--- config.mk ---
export PLATFORM = sky130hd
export DESIGN_NAME = arb_stream_mux
export DESIGN_NICKNAME = d
export VERILOG_FILES = /design/src/rtl/arb_stream_mux.sv
export SDC_FILE = /design/constraint.sdc
export NUM_CORES = 1
export LEC_CHECK = 0
export CAP_MARGIN = 0
export CORE_MARGIN = 2
export CORE_UTILIZATION = 43
export CTS_BUF_LIST = sky130_fd_sc_hd__clkbuf_4
export DETAILED_ROUTE_END_ITERATION = 7
export HOLD_SLACK_MARGIN = 0.02
export PLACE_DENSITY = 0.79
export SKIP_LAST_GASP = 1
export SYNTH_ARGS = -nofsm -noshare
export SYNTH_HDL_FRONTEND = slang
export SYNTH_SLANG_ARGS = --single-unit
--- constraint.sdc ---
create_clock -name clk -period 2.6 [get_ports clk]
set_clock_uncertainty 0.1 [all_clocks]
set_input_delay 0.52 -clock clk [delete_from_list [all_inputs] [get_ports clk]]
set_output_delay 0.52 -clock clk [all_outputs]
set_load 0.01 [all_outputs]
--- src/rtl/arb_stream_mux.sv ---
// arb_stream_mux: routes the arbiter-granted stream source to a single
// registered master port through a 2-entry skid buffer (output register plus
// one temp entry). The grant is held for a whole packet through the
// acknowledge path. Inconsistent grant vectors raise a sticky error.
module arb_stream_mux #(
    parameter int PORTS       = 4,
    parameter int DATA_WIDTH  = 32,
    parameter bit LAST_ENABLE = 1'b1
) (
    input  logic                        clk,
    input  logic                        rst,
    input  logic [PORTS*DATA_WIDTH-1:0] s_tdata,
    input  logic [PORTS-1:0]            s_tvalid,
    input  logic [PORTS-1:0]            s_tlast,
    output logic [PORTS-1:0]            s_tready,
    output logic [PORTS-1:0]            arb_request,
    output logic [PORTS-1:0]            arb_acknowledge,
    input  logic [PORTS-1:0]            arb_grant,
    input  logic                        arb_grant_valid,
    input  logic [$clog2(PORTS)-1:0]    arb_grant_encoded,
    output logic [DATA_WIDTH-1:0]       m_tdata,
    output logic                        m_tvalid,
    output logic                        m_tlast,
    input  logic                        m_tready,
    output logic                        busy,
    output logic                        grant_error
);
    localparam int SEL_W = $clog2(PORTS);

    logic [DATA_WIDTH-1:0] w_sel_data;
    logic                  w_sel_valid;
    logic                  w_sel_last;
    logic [PORTS-1:0]      w_last_vec;
    logic [PORTS-1:0]      w_grant_onehot;
    logic                  w_accept;
    logic                  w_acc_last;
    logic                  w_ready_int_next;
    logic                  w_grant_bad;

    logic                  r_ready_int;
    logic [DATA_WIDTH-1:0] r_m_tdata;
    logic                  r_m_tvalid;
    logic                  r_m_tlast;
    logic [DATA_WIDTH-1:0] r_tmp_tdata;
    logic                  r_tmp_tvalid;
    logic                  r_tmp_tlast;
    logic                  r_grant_error;

    // Pick the source addressed by the encoded grant index.
    always_comb begin
        w_sel_data  = '0;
        w_sel_valid = 1'b0;
        w_sel_last  = 1'b0;
        for (int unsigned i = 0; i < PORTS; i++) begin
            if (arb_grant_encoded == SEL_W'(i)) begin
                w_sel_data  = s_tdata[i*DATA_WIDTH +: DATA_WIDTH];
                w_sel_valid = s_tvalid[i];
                w_sel_last  = s_tlast[i];
            end
        end
    end

    // Without packet framing every beat closes its own "packet".
    assign w_last_vec      = LAST_ENABLE ? s_tlast : '1;
    assign w_acc_last      = LAST_ENABLE ? w_sel_last : 1'b1;

    assign arb_request     = s_tvalid;
    assign s_tready        = {PORTS{arb_grant_valid & r_ready_int}} & arb_grant;
    assign w_accept        = arb_grant_valid & w_sel_valid & r_ready_int;
    assign arb_acknowledge = arb_grant & s_tvalid & s_tready & w_last_vec;

    // ready_int is registered; the temp entry absorbs the one beat accepted
    // while the output is stalled and ready_int has not yet fallen.
    assign w_ready_int_next = m_tready | (~r_tmp_tvalid & (~r_m_tvalid | ~w_accept));

    // An out-of-range encoded index shifts to zero and is flagged as well.
    assign w_grant_onehot = PORTS'(1) << arb_grant_encoded;
    assign w_grant_bad    = arb_grant_valid ? (arb_grant != w_grant_onehot)
                                            : (arb_grant != '0);

    // Skid buffer: output register plus one temp entry.
    always_ff @(posedge clk or posedge rst) begin
        if (rst) begin
            r_ready_int  <= 1'b0;
            r_m_tdata    <= '0;
            r_m_tvalid   <= 1'b0;
            r_m_tlast    <= 1'b0;
            r_tmp_tdata  <= '0;
            r_tmp_tvalid <= 1'b0;
            r_tmp_tlast  <= 1'b0;
        end else begin
            r_ready_int <= w_ready_int_next;
            if (r_ready_int) begin
                if (m_tready || !r_m_tvalid) begin
                    r_m_tvalid <= w_accept;
                    if (w_accept) begin
                        r_m_tdata <= w_sel_data;
                        r_m_tlast <= w_acc_last;
                    end
                end else if (w_accept) begin
                    r_tmp_tvalid <= 1'b1;
                    r_tmp_tdata  <= w_sel_data;
                    r_tmp_tlast  <= w_acc_last;
                end
            end else if (m_tready) begin
                r_m_tvalid   <= r_tmp_tvalid;
                r_tmp_tvalid <= 1'b0;
                if (r_tmp_tvalid) begin
                    r_m_tdata <= r_tmp_tdata;
                    r_m_tlast <= r_tmp_tlast;
                end
            end
        end
    end

    // Sticky grant consistency flag, cleared only by reset.
    always_ff @(posedge clk or posedge rst) begin
        if (rst) begin
            r_grant_error <= 1'b0;
        end else if (w_grant_bad) begin
            r_grant_error <= 1'b1;
        end
    end

    assign m_tdata     = r_m_tdata;
    assign m_tvalid    = r_m_tvalid;
    assign m_tlast     = r_m_tlast;
    assign busy        = r_m_tvalid | r_tmp_tvalid | arb_grant_valid;
    assign grant_error = r_grant_error;

endmodule

==> results of run 1 <==
layer usage:
metal,part of all wire (%),up-vias,track usage [%],routed length [um]
met5,0,-,0,0
met2,52,114,37.1,5280
met1,41,1549,24.1,4140
met3,6.4,14,4.45,652
met4,1.5,0,6.15,149
li1,-,1408,-,-
power by group:
group	total (mW)	internal (mW)	switching, mW
registers	1.92	1.63	0.292
logic	2.37	1.61	0.761
clock network	0.774	0.384	0.390
total	5.07	3.62	1.44
area by class of cell:
| type | count | area share, % |
|---|---|---|
| Clock buffer | 9 | 1.06 |
| Clock inverter | 7 | 1.39 |
| Inverter | 4 | 0.235 |
| Multi-Input combinational cell | 165 | 34.5 |
| Sequential cell | 70 | 27.4 |
| Tap cell | 129 | 2.52 |
| Timing Repair Buffer | 210 | 32.8 |
worst min path at each step:
stage / startpoint / to / slack (ns) / cells after the start
final: rst / r_tmp_tdata[14]$_DFFE_PP0P_ / 0.40 / 3
after global routing: rst / r_tmp_tdata[14]$_DFFE_PP0P_ / 0.41 / 3
after CTS: rst / m_tdata[14]$_DFFE_PP0P_ / 0.39 / 3
after detailed placement: grant_error$_DFFE_PP0P_ / grant_error$_DFFE_PP0P_ / 0.38 / 2
after global placement: grant_error$_DFFE_PP0P_ / grant_error$_DFFE_PP0P_ / 0.37 / 2
after floorplan: r_tmp_tdata[0]$_DFFE_PP0P_ / r_tmp_tdata[0]$_DFFE_PP0P_ / 0.38 / 1
cell families after synthesis:
group	share of synthesized area [%]
multiplexers	49.0
flip-flops	42.3
buffers and inverters	4.56
AND/OR/NAND/NOR	2.57
AO/OA/AOI/OAI	1.57
worst register-to-register path: stages (launching register included):
cell and delay [ns]:
dfrtp_2 0.44, buf_4 0.47, o22ai_1 0.15, a21o_2 0.25, buf_12 0.18, mux2_4 0.31
placed cells by master, fill, tap and decap left out, drive strengths merged, types with 3 or more instances in the layout:
cell and n:
and3 8, buf 19, clkbuf 9, clkdlybuf4s50 190, clkinv 4, dfrtp 70
inv 4, mux2 99, mux2i 4, mux4 34, nor2 3, o21ai 3
metrics by stage:
stage          util [%]  hold WS [ns]  instance area, um2  power, mW
2_1_floorplan         -         0.375                4150       3.29
3_3_place_gp       67.2         0.375                6240       4.26
3_5_place_dp       67.2         0.382                6240       4.35
4_1_cts            68.9         0.385                6390       5.14
5_1_grt            68.9         0.412                6390       5.38
6_report           68.9         0.398                6390       5.07
flip-flops by register name, summed over array words and instances (netlist names):
register / flops
m_tdata: 32
m_tlast: 1
grant_error: 1
r_tmp_tvalid: 1
r_tmp_tlast: 1
r_tmp_tdata: 32
m_tvalid: 1
r_ready_int: 1
==> results.yml, run 1 <==
status:
  status: "completed"
routing:
  drc: 0
  wl_per_cell_um: 17.2
  drtPass1Iterations: 4
  drt_iter0_drc: 71
  postRouteAntennaNets: 0
  wirelength_mm: 10.2
  via_per_inst: 5.19
  vias: 3085
synth:
  yosys.area.top_type: "dfrtp_1"
  async_flop_share_pct: 100
  synth.avg_cell_area_um2: 15.7
  synthesis.nets: 410
  ys_warn_count: 0
  ys_seq_area_share_pct: 42.3
  yosysUniqueCellTypes: 25
  synth_area_mm2: 0.00415
  synthTopCellsByArea: "dfrtp_1, mux2_2, mux4_2"
  yosysMostFrequentCell: "dfrtp_1"
  yosys_register_bits: 70
  synth_edf_count: 0
  yosys-top-cells-count: "dfrtp_1, mux2_2, mux4_2"
  synth_cells: 264
  synth_top_area_share_pct: 42.3
  synthFlopType: "dfrtp_1"
placement:
  dp_slack_ns: -0.0582
  place_congestion: 0.786
  hpwl_mm: 7.86
  dp.cells: 578
  io_buffers: 193
floorplanning:
  initial_core_util_pct: 44.6
  std_cell_rows: 35
  design.die.area_mm2: 0.0104
  die_h_um: 102
  die_x_um: 102
  pin_count: 194
  core_mm2: 0.00928
timing:
  finalHoldViolations: 0
  layout_min_cycle_time_ns: 2.50
  tns_ns: 0
  max_freq_mhz: 400
  finalCritPeriodShare_pct: 96.2
  report.final.setup_viol: 0
  worst_pin_slew_ns: 0.520
  setup_slack_ns: 0.0989
  maxSlewHeadroom_pct: 65.3
  drv_slew: 0
  grt_setup_unrepaired: "no"
layout:
  fillers: 694
  drive_gt1_share_pct: 36.8
  layout.nets: 606
  n_antenna_cell: 0
  regArea_mm2: 0.00175
  area_growth_pct: 54.2
  fin_cells: 594
  multi_input_area_mm2: 0.00221
worst_setup_path:
  required_ns: 1.98
  cp_num_buf_inv: 2
  cp_top_family: "buffers and inverters"
  reg2reg_from: "r_ready_int$_DFF_PP0_"
  critPathKind: "input pin to output port"
  worstSetupStartpointType: "input pin"
  crit_cells: 4
  crit_fanout: 2
  crit_start: "arb_grant[0]"
  worstRegToRegCells: 5
  ff2ff_setup_slack_ns: 0.60
  path_cells: "clkdlybuf4s50_1 -> and3_1 -> and3_1 -> clkdlybuf4s50_1"
  r2r-end: "m_tdata[17]$_DFFE_PP0P_"
  cpMaxStageDelayCell: "clkdlybuf4s50_1"
  slowest_delay_ns: 0.53
  end_kind: "output port"
  worstSetupEndpoint: "arb_acknowledge[0]"
  critPathArrivalTime_ns: 1.88
clocking:
  root_buffer: "clkbuf_4"
  clock_sinks: 70
  ctsHoldBuffers: 0
  htreeDepth: 3
  cts_buffers: 9
  cts_resized: 1
  cts_tree: "built"
  clkLatencyLatePin_ns: 0.39
  path_clk_slew_ns: 0.12
  post_cts_buffers: 0
  ctsLongestPathBuffers: 2
power_and_ir_drop:
  power.leakage_nw: 2.69
  ir_drop_mv: 0.384
  power-per-cell-area_mw_per_mm2: 793
grt:
  grt_max_degree: 71
  grt_pass1_wl_mm: 16.4
  grtUsageTotal_pct: 20.4
  antenna_found_initial: 0
  grt_pass1_vias: 3403
  grt_overflow: 0
min_path:
  hold_class: "input pin to asynchronous set/reset pin"
job:
  cap_violations: 0
Power figures use the tool's default switching activity.
==> run 2, diff against run 1 <==
CORE_ASPECT_RATIO = 1.4   (was unset)
==> run 2 against run 1 <==
Register-to-register slack got worse by 0.03 ns. Core utilization fell by 0.29 points. Worst setup slack got worse by 0.031 ns. Critical path depth did not move. Maximum frequency fell by 1.2%. Flip-flop and latch count did not move. Cell count fell by 2.4%. Hold slack got worse by 0.042 ns. First-iteration DRC count rose by 34%. Critical path type unchanged. Critical endpoint is now arb_acknowledge[2]. Largest cell class unchanged.
==> results.yml, run 2 (synthesis results as in run 1) <==
floorplanning:
  initial_core_util_pct: 44.1
  die_h_um: 120
  pin_count: 194
  design.die.area_mm2: 0.0105
  die_x_um: 87.0
  std_cell_rows: 42
  core_mm2: 0.00941
timing:
  max_freq_mhz: 395
  layout_min_cycle_time_ns: 2.53
  maxSlewHeadroom_pct: 62.1
  finalHoldViolations: 0
  setup_slack_ns: 0.0674
  report.final.setup_viol: 0
  tns_ns: 0
  grt_setup_unrepaired: "no"
  drv_slew: 0
  finalCritPeriodShare_pct: 97.4
  worst_pin_slew_ns: 0.568
routing:
  wirelength_mm: 11.1
  vias: 3159
  postRouteAntennaNets: 0
  drt_iter0_drc: 95
  via_per_inst: 5.45
  drc: 0
  wl_per_cell_um: 19.2
  drtPass1Iterations: 4
clocking:
  clock_sinks: 70
  root_buffer: "clkbuf_4"
  cts_tree: "built"
  cts_buffers: 9
  clkLatencyLatePin_ns: 0.42
  htreeDepth: 3
  ctsHoldBuffers: 0
  ctsLongestPathBuffers: 2
  path_clk_slew_ns: 0.12
worst_setup_path:
  worstSetupStartpointType: "input pin"
  critPathArrivalTime_ns: 1.91
  ff2ff_setup_slack_ns: 0.57
  critPathKind: "input pin to output port"
  required_ns: 1.98
  crit_fanout: 2
  end_kind: "output port"
layout:
  utilization_pct: 68.6
  final_area_mm2: 0.00645
  final_common_cell: "clkdlybuf4s50_1"
  area_growth_pct: 55.6
  final_cell_mix: "clkdlybuf4s50_1, mux2_2, dfrtp_1, mux4_2, mux2_4"
  fin_cells: 580
  drive_gt1_share_pct: 37.7
  layout.nets: 610
placement:
  hpwl_mm: 8.51
  place_congestion: 0.715
  dp.cells: 563
  io_buffers: 193
  dp_slack_ns: -0.0749
  placedInstanceArea_mm2: 0.00627
grt:
  grtUsageTotal_pct: 22.3
  grt_pass1_wl_mm: 17.7
  grt_pass1_vias: 3622
  grt_max_degree: 38
  grt_overflow: 0
  antenna_found_initial: 1
power_and_ir_drop:
  power-per-cell-area_mw_per_mm2: 812
  power.leakage_nw: 2.74
  ir_drop_mv: 0.380
status:
  status: "completed"
min_path:
  hold_class: "input pin to asynchronous set/reset pin"
job:
  cap_violations: 0
==> run 2: changes by cell type in the layout (fill, tap and decap cells not counted), sizes merged <==
cell / change
buf: +4
bufinv: +1
clkinv: -1
diode: +1
==> run 2: cell type report <==
| cell class | count | area [um2] |
|---|---|---|
| clock buffers | 9 | 67.6 |
| clock inverters | 7 | 113 |
| inverters | 4 | 15.0 |
| repair buffers | 214 | 2150 |
| multi-input cells | 165 | 2210 |
| flip-flops and latches | 70 | 1750 |
| fillers | 729 | 2960 |
| well taps | 110 | 138 |
| diodes | 1 | 2.50 |
==> run 2: stage by stage <==
step	hold WS, ns	total power, mW
finish	0.356	5.24
global route	0.393	5.53
CTS	0.346	5.29
detailed placement	0.389	4.40
global placement	0.372	4.29
floorplan	0.375	3.29
==> run 2: path summary, 6_finish.rpt <==
kind                                              from                          end  cells after the start
min                                                rst       m_tdata[6]$_DFFE_PP0P_                      2
min in group clk           r_tmp_tdata[12]$_DFFE_PP0P_  r_tmp_tdata[12]$_DFFE_PP0P_                      1
max reg2reg                      r_ready_int$_DFF_PP0_      m_tdata[22]$_DFFE_PP0P_                      5
max                                       arb_grant[2]           arb_acknowledge[2]                      4
max in group asynchronous                          rst      m_tdata[25]$_DFFE_PP0P_                      3
min reg2reg                r_tmp_tdata[12]$_DFFE_PP0P_  r_tmp_tdata[12]$_DFFE_PP0P_                      1
==> run 2: routing by layer <==
layer	wire, um	GRT usage, %	up-vias
met3	441	3.82	25
met2	6130	39.6	113
met1	4170	25.0	1604
met4	402	11.4	0
li1	-	-	1417
met5	0	0	-
==> run 2: timing repair <==
item                                    4_1_cts  5_1_grt
gates resized for setup                       1        0
setup buffers                                 0        0
endpoints found under the setup margin        5        0
==> run 2: where the power goes <==
| group | leakage, nW | total, mW | internal, mW | switching (mW) |
|---|---|---|---|---|
| clock | 0.0957 | 0.884 | 0.481 | 0.402 |
| sequential | 0.836 | 1.92 | 1.63 | 0.294 |
| combinational | 1.81 | 2.43 | 1.63 | 0.805 |
| total | 2.74 | 5.24 | 3.74 | 1.50 |
==> run 2: worst max-delay path, cell delays in order <==
cell and delay [ns]:
clkdlybuf4s50_1 0.48, and3_1 0.19, and3_1 0.17, clkdlybuf4s50_1 0.54
